$ cat src/rtl/execute_pkg.sv
// Shared encodings for the execute stage: ALU controls, M-extension ops,
// forwarding selects and the multiply/divide sequencer states.
package execute_pkg;

    typedef enum logic [3:0] {
        ALU_ADD   = 4'd0,
        ALU_SUB   = 4'd1,
        ALU_AND   = 4'd2,
        ALU_OR    = 4'd3,
        ALU_XOR   = 4'd4,
        ALU_SLT   = 4'd5,
        ALU_SLTU  = 4'd6,
        ALU_SLL   = 4'd7,
        ALU_SRL   = 4'd8,
        ALU_SRA   = 4'd9,
        ALU_PASSB = 4'd10
    } alu_ctrl_e;

    typedef enum logic [2:0] {
        MOP_MUL    = 3'd0,
        MOP_MULH   = 3'd1,
        MOP_MULHSU = 3'd2,
        MOP_MULHU  = 3'd3,
        MOP_DIV    = 3'd4,
        MOP_DIVU   = 3'd5,
        MOP_REM    = 3'd6,
        MOP_REMU   = 3'd7
    } mop_e;

    typedef enum logic [1:0] {
        FWD_RD   = 2'd0,
        FWD_W    = 2'd1,
        FWD_M    = 2'd2,
        FWD_ZERO = 2'd3
    } fwd_e;

    typedef enum logic [1:0] {
        MD_IDLE = 2'd0,
        MD_BUSY = 2'd1,
        MD_DONE = 2'd2
    } md_state_e;

    localparam logic [2:0] BR_EQ  = 3'b000;
    localparam logic [2:0] BR_NE  = 3'b001;
    localparam logic [2:0] BR_LT  = 3'b100;
    localparam logic [2:0] BR_GE  = 3'b101;
    localparam logic [2:0] BR_LTU = 3'b110;
    localparam logic [2:0] BR_GEU = 3'b111;

endpackage

$ cat src/rtl/muldiv_iter.sv
// Iterative M-extension unit: shift-add multiply / restoring divide on magnitudes, one bit per cycle.
// Latency XLEN+1 from start (1 for divide-by-zero / signed overflow); busy is the stall request.
module muldiv_iter import execute_pkg::*; #(
    parameter int XLEN = 32
) (
    input  logic            clk,
    input  logic            rst_n,
    input  logic            start,
    input  logic            flush,
    input  logic [2:0]      op,
    input  logic [XLEN-1:0] a,
    input  logic [XLEN-1:0] b,
    output logic            busy,
    output logic            done,
    output logic [XLEN-1:0] result
);
    localparam int CW = $clog2(XLEN);

    md_state_e       state, state_nx;
    logic [CW-1:0]   cnt;
    logic [XLEN-1:0] hi, lo, dvs;
    logic [2:0]      op_q;
    logic            neg_q, neg_r;

    logic            is_div, a_sgn, b_sgn, div_zero, div_ovf, special;
    logic [XLEN-1:0] a_mag, b_mag;

    assign is_div   = op[2];
    assign a_sgn    = a[XLEN-1] & (op == MOP_MULH || op == MOP_MULHSU || op == MOP_DIV || op == MOP_REM);
    assign b_sgn    = b[XLEN-1] & (op == MOP_MULH || op == MOP_DIV || op == MOP_REM);
    assign a_mag    = a_sgn ? -a : a;
    assign b_mag    = b_sgn ? -b : b;
    assign div_zero = is_div & (b == '0);
    assign div_ovf  = is_div & ~op[0] & (a == {1'b1, {(XLEN-1){1'b0}}}) & (b == '1);
    assign special  = div_zero | div_ovf;

    always_comb begin
        state_nx = state;
        busy     = 1'b0;
        done     = 1'b0;
        case (state)
            MD_IDLE: if (start) begin
                busy     = 1'b1;
                state_nx = special ? MD_DONE : MD_BUSY;
            end
            MD_BUSY: begin
                busy = 1'b1;
                if (cnt == CW'(XLEN-1)) state_nx = MD_DONE;
            end
            MD_DONE: begin
                done     = 1'b1;
                state_nx = MD_IDLE;
            end
            default: state_nx = MD_IDLE;
        endcase
        if (flush) begin
            state_nx = MD_IDLE;
            done     = 1'b0;
        end
    end

    // One iteration step for each algorithm
    logic [XLEN:0]   sum, trial;
    logic            q_bit;
    logic [XLEN-1:0] rem_sub;

    assign sum     = {1'b0, hi} + (lo[0] ? {1'b0, dvs} : '0);
    assign trial   = {hi, lo[XLEN-1]};
    assign q_bit   = (trial >= {1'b0, dvs});
    assign rem_sub = trial[XLEN-1:0] - dvs;

    always_ff @(posedge clk or negedge rst_n) begin
        if (!rst_n) begin
            state <= MD_IDLE;
            cnt   <= '0;
            hi    <= '0;
            lo    <= '0;
            dvs   <= '0;
            op_q  <= '0;
            neg_q <= 1'b0;
            neg_r <= 1'b0;
        end else begin
            state <= state_nx;
            if (state == MD_IDLE && start) begin
                op_q <= op;
                cnt  <= '0;
                dvs  <= is_div ? b_mag : a_mag;
                if (special) begin
                    // Results are preloaded so the normal output path emits them unchanged
                    lo    <= div_zero ? '1 : a;
                    hi    <= div_zero ? a : '0;
                    neg_q <= 1'b0;
                    neg_r <= 1'b0;
                end else begin
                    lo    <= is_div ? a_mag : b_mag;
                    hi    <= '0;
                    neg_q <= a_sgn ^ b_sgn;
                    neg_r <= a_sgn;
                end
            end else if (state == MD_BUSY) begin
                cnt <= cnt + CW'(1);
                if (op_q[2]) begin
                    hi <= q_bit ? rem_sub : trial[XLEN-1:0];
                    lo <= {lo[XLEN-2:0], q_bit};
                end else begin
                    hi <= sum[XLEN:1];
                    lo <= {sum[0], lo[XLEN-1:1]};
                end
            end
        end
    end

    logic [2*XLEN-1:0] prod_s;
    logic [XLEN-1:0]   quo_s, rem_s;

    assign prod_s = neg_q ? -{hi, lo} : {hi, lo};
    assign quo_s  = neg_q ? -lo : lo;
    assign rem_s  = neg_r ? -hi : hi;

    always_comb begin
        result = '0;
        if (op_q[2])                 result = op_q[1] ? rem_s : quo_s;
        else if (op_q == MOP_MUL)    result = prod_s[XLEN-1:0];
        else                         result = prod_s[2*XLEN-1:XLEN];
    end

endmodule

$ cat src/rtl/execute_md.sv
// Execute stage with forwarding, ALU, branch resolution, M-extension unit and the E/M register.
// Latency 1 cycle (iterative M ops XLEN+1); BusyE stalls upstream while E/M loads bubbles.
module execute_md import execute_pkg::*; #(
    parameter int XLEN     = 32,
    parameter int FAST_MUL = 0
) (
    input  logic            clk,
    input  logic            rst_n,
    input  logic            ValidE,
    input  logic            JumpE,
    input  logic            BranchE,
    input  logic            RegWriteE,
    input  logic            MemWriteE,
    input  logic            ALUSrcAE,
    input  logic            ALUSrcBE,
    input  logic            MulDivE,
    input  logic [1:0]      ResultSrcE,
    input  logic [3:0]      ALUCtrlE,
    input  logic [2:0]      funct3E,
    input  logic [4:0]      RdE,
    input  logic [XLEN-1:0] RD1E,
    input  logic [XLEN-1:0] RD2E,
    input  logic [XLEN-1:0] ImmExtE,
    input  logic [XLEN-1:0] PCE,
    input  logic [XLEN-1:0] inc_PCE,
    input  logic [1:0]      ForwardA,
    input  logic [1:0]      ForwardB,
    input  logic [XLEN-1:0] ResultW,
    input  logic [XLEN-1:0] ALUoutM_i,
    input  logic            FlushE,
    output logic [XLEN-1:0] PCTarget,
    output logic            PCSrc,
    output logic            BusyE,
    output logic            RegWriteM,
    output logic            MemWriteM,
    output logic [1:0]      ResultSrcM,
    output logic [2:0]      funct3M,
    output logic [4:0]      RdM,
    output logic [XLEN-1:0] ALUoutM_o,
    output logic [XLEN-1:0] inc_PCM
);
    localparam int SW = $clog2(XLEN);

    logic [XLEN-1:0] fa, fb, srca, srcb, alu_res;
    logic [SW-1:0]   shamt;

    always_comb begin
        case (ForwardA)
            FWD_RD:  fa = RD1E;
            FWD_W:   fa = ResultW;
            FWD_M:   fa = ALUoutM_i;
            default: fa = '0;
        endcase
        case (ForwardB)
            FWD_RD:  fb = RD2E;
            FWD_W:   fb = ResultW;
            FWD_M:   fb = ALUoutM_i;
            default: fb = '0;
        endcase
    end

    assign srca  = ALUSrcAE ? PCE : fa;
    assign srcb  = ALUSrcBE ? ImmExtE : fb;
    assign shamt = srcb[SW-1:0];

    always_comb begin
        alu_res = '0;
        case (ALUCtrlE)
            ALU_ADD:   alu_res = srca + srcb;
            ALU_SUB:   alu_res = srca - srcb;
            ALU_AND:   alu_res = srca & srcb;
            ALU_OR:    alu_res = srca | srcb;
            ALU_XOR:   alu_res = srca ^ srcb;
            ALU_SLT:   alu_res = {{(XLEN-1){1'b0}}, $signed(srca) < $signed(srcb)};
            ALU_SLTU:  alu_res = {{(XLEN-1){1'b0}}, srca < srcb};
            ALU_SLL:   alu_res = srca << shamt;
            ALU_SRL:   alu_res = srca >> shamt;
            ALU_SRA:   alu_res = $signed(srca) >>> shamt;
            ALU_PASSB: alu_res = srcb;
            default:   alu_res = '0;
        endcase
    end

    // Branch relation uses the forwarded register values, not the ALU sources
    logic rel;
    always_comb begin
        rel = 1'b0;
        case (funct3E)
            BR_EQ:   rel = (fa == fb);
            BR_NE:   rel = (fa != fb);
            BR_LT:   rel = ($signed(fa) <  $signed(fb));
            BR_GE:   rel = ($signed(fa) >= $signed(fb));
            BR_LTU:  rel = (fa <  fb);
            BR_GEU:  rel = (fa >= fb);
            default: rel = 1'b0;
        endcase
    end

    assign PCSrc    = ValidE & ~FlushE & ((BranchE & rel) | JumpE);
    assign PCTarget = alu_res;

    // Single-cycle multiplier: sign-extend to 2*XLEN and keep the low product bits
    logic              fast_op, fm_sa, fm_sb;
    logic [2*XLEN-1:0] fm_a, fm_b, fm_p;
    logic [XLEN-1:0]   fast_res;

    assign fast_op  = (FAST_MUL != 0) && !funct3E[2];
    assign fm_sa    = (funct3E == MOP_MULH) || (funct3E == MOP_MULHSU);
    assign fm_sb    = (funct3E == MOP_MULH);
    assign fm_a     = {{XLEN{fm_sa & srca[XLEN-1]}}, srca};
    assign fm_b     = {{XLEN{fm_sb & srcb[XLEN-1]}}, srcb};
    assign fm_p     = fm_a * fm_b;
    assign fast_res = (funct3E == MOP_MUL) ? fm_p[XLEN-1:0] : fm_p[2*XLEN-1:XLEN];

    logic            md_start, md_busy, md_done;
    logic [XLEN-1:0] md_result;

    assign md_start = ValidE & MulDivE & ~FlushE & ~fast_op;

    muldiv_iter #(.XLEN(XLEN)) u_md (
        .clk    (clk),
        .rst_n  (rst_n),
        .start  (md_start),
        .flush  (FlushE),
        .op     (funct3E),
        .a      (srca),
        .b      (srcb),
        .busy   (md_busy),
        .done   (md_done),
        .result (md_result)
    );

    assign BusyE = md_busy;

    logic            load;
    logic [XLEN-1:0] ex_res;

    assign load   = ValidE & ~FlushE & ~md_busy & (~MulDivE | fast_op | md_done);
    assign ex_res = MulDivE ? (fast_op ? fast_res : md_result) : alu_res;

    always_ff @(posedge clk or negedge rst_n) begin
        if (!rst_n) begin
            RegWriteM  <= 1'b0;
            MemWriteM  <= 1'b0;
            ResultSrcM <= '0;
            funct3M    <= '0;
            RdM        <= '0;
            ALUoutM_o  <= '0;
            inc_PCM    <= '0;
        end else if (load) begin
            RegWriteM  <= RegWriteE;
            MemWriteM  <= MemWriteE;
            ResultSrcM <= ResultSrcE;
            funct3M    <= funct3E;
            RdM        <= RdE;
            ALUoutM_o  <= ex_res;
            inc_PCM    <= inc_PCE;
        end else begin
            RegWriteM  <= 1'b0;
            MemWriteM  <= 1'b0;
            ResultSrcM <= '0;
            funct3M    <= '0;
            RdM        <= '0;
            ALUoutM_o  <= '0;
            inc_PCM    <= '0;
        end
    end

endmodule

$ cat config.mk
export PLATFORM = sky130hd
export DESIGN_NAME = execute_md
export DESIGN_NICKNAME = d
export VERILOG_FILES = /design/src/rtl/execute_pkg.sv /design/src/rtl/muldiv_iter.sv /design/src/rtl/execute_md.sv
export SDC_FILE = /design/constraint.sdc
export NUM_CORES = 2
export LEC_CHECK = 0
export ABC_AREA = 1
export BUFFER_PORTS_ARGS = -buffer_cell sky130_fd_sc_hd__buf_2
export CAP_MARGIN = 20
export CORE_MARGIN = 3
export CORE_UTILIZATION = 35
export DETAILED_ROUTE_END_ITERATION = 12
export GPL_TIMING_DRIVEN = 0
export PLACE_DENSITY = 0.52
export SLEW_MARGIN = 20
export SYNTH_ARGS = -nofsm -noshare
export SYNTH_HDL_FRONTEND = slang
export SYNTH_HIERARCHICAL = 1
export SYNTH_SLANG_ARGS = --single-unit
export TNS_END_PERCENT = 30
$ cat constraint.sdc
create_clock -name clk -period 8.3 [get_ports clk]
set_clock_uncertainty 0.1 [all_clocks]
set_input_delay 0.415 -clock clk [delete_from_list [all_inputs] [get_ports clk]]
set_output_delay 0.415 -clock clk [all_outputs]
set_load 0.02 [all_outputs]
==> results list <==
- The analysis attributes to cell leakage a power of 20.2 nW.
- Worst R2R End: funct3M[0]$_DFF_PN0_
- The number of setup buffers added after CTS is 0.
- The worst path needs 6.57 ns of the cycle, external delays included.
* Post-route worst setup slack: 1.73 ns
- WP data required: 7.79 ns
- Type of the most critical hold path: input pin to register
* Unrepaired setup endpoints after global routing: false
- The clock passes through at most 2 buffers.
* Number of distinct library cells after synthesis: 64
- Max Transition Viols Final: 0
- The synthesized design contains 0 enable-type register cells.
- Initial core utilization: 0.356
- Clk Tree Root Cell: clkbuf_16
- PortBufs: 358
- Final setup vio count: 0
* Overflow left after global routing: 0
* Layout area overhead: 13.4%
- The floorplan step defined a die boundary enclosing 0.0974 mm2.
* Via count of the first global-routing pass: 42,248
- Instance count of the mapped netlist: 6,009
* Maximum clock frequency: 152 MHz
* Via count: 44,448
- The flow ran to the end, and the final reports show no timing, DRC or antenna violations.
- Hold path depth: 3
* Total count of hold-check failures in the final report: 0
- The worst register-to-register path has a setup slack of 4.29 ns.
* Yosys warnings: 6
- I/O pin count: 363
- Clock network latency to the later pin of the worst-skew pair: 0.51 ns
- For this run, the register share of the synthesized area comes to 0.140.
- With fillers left out, the area of the finished cells amounts to 0.0372 mm2.
- Critical path startpoint category: input pin
* Die outline width: 312 um
- For this design, the CTS-stage hold fixing added 38 buffers.
- After detailed routing, the number of remaining DRC violations is 0.
- Crit-path max FO: 10
- Antenna violations before repair: 4
* Post-synth top flop: dfrtp_1
- Ranking of synthesized cells by area: nand2_1 (21%), dfrtp_1 (14%), nand3_1 (14%)
- After the first detailed-routing iteration, the DRC count stood at 5,800.
- The library cells used most frequently in the layout, excluding fill and tap cells, are nand2_1 (1,794), nand3_1 (894), inv_1 (783).
* Post-route clock period utilization: 0.792
- In this run the remaining antenna-violating nets after routing total 0.
- OpenSTA, run right after detailed placement, puts the worst setup slack at 1.95 ns.
- The tool flagged a number of max-cap violations equal to 0.
* Top-area cell type share of the netlist area: 0.205
- Worst R2R Start: u_md/state[0]$_DFFE_PN0P_
- The initialized floorplan defines 111 standard-cell rows.
- IR analysis of the VDD net gives a maximum drop of 0.136 mV.
* Number of clock buffers inserted by TritonCTS: 17
* Critical Path AT: 6.05 ns
* Worst r2r path cells: 11
- Total cell area at the placement stage: 0.0362 mm2
- At the pin with the least slew margin, the transition time is 1.18 ns.
* Fraction of final layout cells sized beyond drive strength 1: 0.0998
* Average footprint of a synthesized cell: 5.46 um2
- In this run the most critical hold path is launched from inc_PCE[18].
- In the synthesized netlist the async set-or-reset flop fraction comes to 1.00.
* Total routing resource utilization after global routing: 0.417
- Final setup TNS: 0 ns
- Die Y: 312 um
- The worst setup path is of the input pin to primary output kind.
- Total iterations of the first detailed-routing run: 6
- End of the worst hold path: inc_PCM[18]$_DFF_PN0_
- Maximum number of pins on one net before global-route repair: 80
- In the final routed layout, each cell accounts on average for 27.4 um.
- Post-synthesis sequential element count: 184
* Total Routed Length: 210,000 um
- Final weighted congestion in routability-driven placement: 1.09
* Netlist Area Pre-Place: 0.0328 mm2
- Cell type with the highest aggregate area in the netlist: nand2_1
* Post-DP HPWL: 178,000 um
* H-tree lvl count: 4
* Sinks on the clock net: 184
- TritonCTS built the clock tree.
- Mapped Nets: 6,466
- The library cell used most frequently in the layout, excluding fill and tap cells, is nand2_1.
- Core Region: 0.0922 mm2
- Headroom to the max-slew limit: 0.212
- Clock Pin Slew Worst Setup and Hold Paths: 0.07 ns
- Kind of capture point of the worst setup path: primary output
* Total power density per cell area: 279 mW/mm2
- After the last flow step, the layout net total stands at 6,884.
- Once the clock tree was built, the resizer swapped 0 gates to a different size.
- The first global-routing pass estimated 297,000 um of wire.
* Post-detailed-route via-to-cell ratio: 5.78
[per-layer routing]
layer | GRT usage | vias to the layer above | wire length (um)
li1 | - | 20486 | -
met1 | 0.502 | 20748 | 80200
met2 | 0.664 | 2674 | 91800
met3 | 0.0739 | 540 | 19000
met4 | 0.312 | 0 | 19400
met5 | 0 | - | 0
[kinds of logic (layout without fill, tap and decap cells)]
kind of cell / count (synthesis) / after routing / share of synthesized area
XOR/XNOR: 90 / 90 / 0.0240
flip-flops: 184 / 184 / 0.140
AO/OA/AOI/OAI: 847 / 847 / 0.149
adder cells (fa/ha/maj): 204 / 204 / 0.0788
AND/OR/NAND/NOR: 3616 / 3616 / 0.478
multiplexers: 1 / 1 / 0.000305
other: 0 / 5 / 0
buffers and inverters: 1067 / 1498 / 0.129
[flip-flops by register name, indices dropped and copies added (netlist names)]
register	cells
ALUoutM_o	32
inc_PCM	32
u_md/dvs	32
u_md/hi	32
u_md/lo	32
RdM	5
u_md/cnt	5
funct3M	3
u_md/op_q	3
ResultSrcM	2
u_md/state	2
MemWriteM	1
RegWriteM	1
u_md/neg_q	1
u_md/neg_r	1
[cells in the mapped netlist (15+ instances only)]
library cell  count
a221oi_1         23
buf_2            66
o221ai_1         20
o22ai_1          35
a21oi_1         307
nand2_2          18
nand4_1         129
ha_1            200
buf_4            15
dfrtp_1         184
o21bai_1         24
buf_1            18
clkbuf_1        139
o211ai_1         62
nor2_1          588
nor3_1           53
xor2_1           86
inv_2            26
inv_1           783
or2_2            42
nand2_1        1794
o21ai_1          33
o21ai_0         280
nor2_2           22
nand3b_1         25
nand3_1         894
[critical path, cell delays in order]
cell	delay [ns]
buf_2	0.12
inv_1	0.11
nor2_2	0.08
buf_4	0.20
inv_1	0.06
nor2_1	0.04
nor3_1	0.25
inv_1	0.06
o21ai_0	0.88
inv_1	0.42
ha_1	0.40
buf_2	0.18
inv_1	0.12
nor3_1	0.50
a21oi_1	0.17
o21ai_0	0.39
nand2_1	0.10
nand2_1	0.14
nand2_1	0.07
nand2_1	0.07
nor2_1	0.07
nor2_1	0.53
nand3_1	0.38
buf_2	0.27
[area by class of cell]
cell class / instances / area, um2
inverters: 816 / 3070
clock buffers: 19 / 433
diodes: 5 / 12.5
well taps: 1243 / 1560
fillers: 10851 / 55100
plain buffers: 251 / 1170
clock inverters: 13 / 114
repair buffers: 399 / 2240
multi-input cells: 4758 / 24000
flip-flops and latches: 184 / 4600
[how the worst max path moves through the flow]
stage	cells after the start	slack, ns	endpoint	startpoint
after floorplan	24	4.32	PCTarget[17]	ALUSrcBE
after global placement	15	1.38	PCTarget[4]	ALUSrcAE
after detailed placement	24	1.95	PCTarget[18]	ALUSrcBE
after CTS	24	1.94	PCTarget[18]	ALUSrcBE
after global routing	24	1.61	PCTarget[18]	ALUSrcBE
final	24	1.73	PCTarget[16]	ForwardB[1]
[through the flow]
| stage | utilization | power, W | cells | hold WS (ns) |
|---|---|---|---|---|
| floorplan | - | 0.00619 | 6009 | 0.0194 |
| global placement | 0.392 | 0.00925 | 7610 | 0.364 |
| detailed placement | 0.393 | 0.00924 | 7613 | 0.234 |
| CTS | 0.403 | 0.0101 | 7683 | 0.00148 |
| global route | 0.403 | 0.0110 | 7683 | 0.0318 |
| finish | 0.403 | 0.0104 | 7688 | 0.0360 |
[power by group]
group          internal, W  total (W)  switching, W
sequential         0.00114    0.00156      0.000418
clock             0.000391   0.000821      0.000430
combinational      0.00217    0.00799       0.00582
Note: power is estimated with default switching activity, not from simulation.
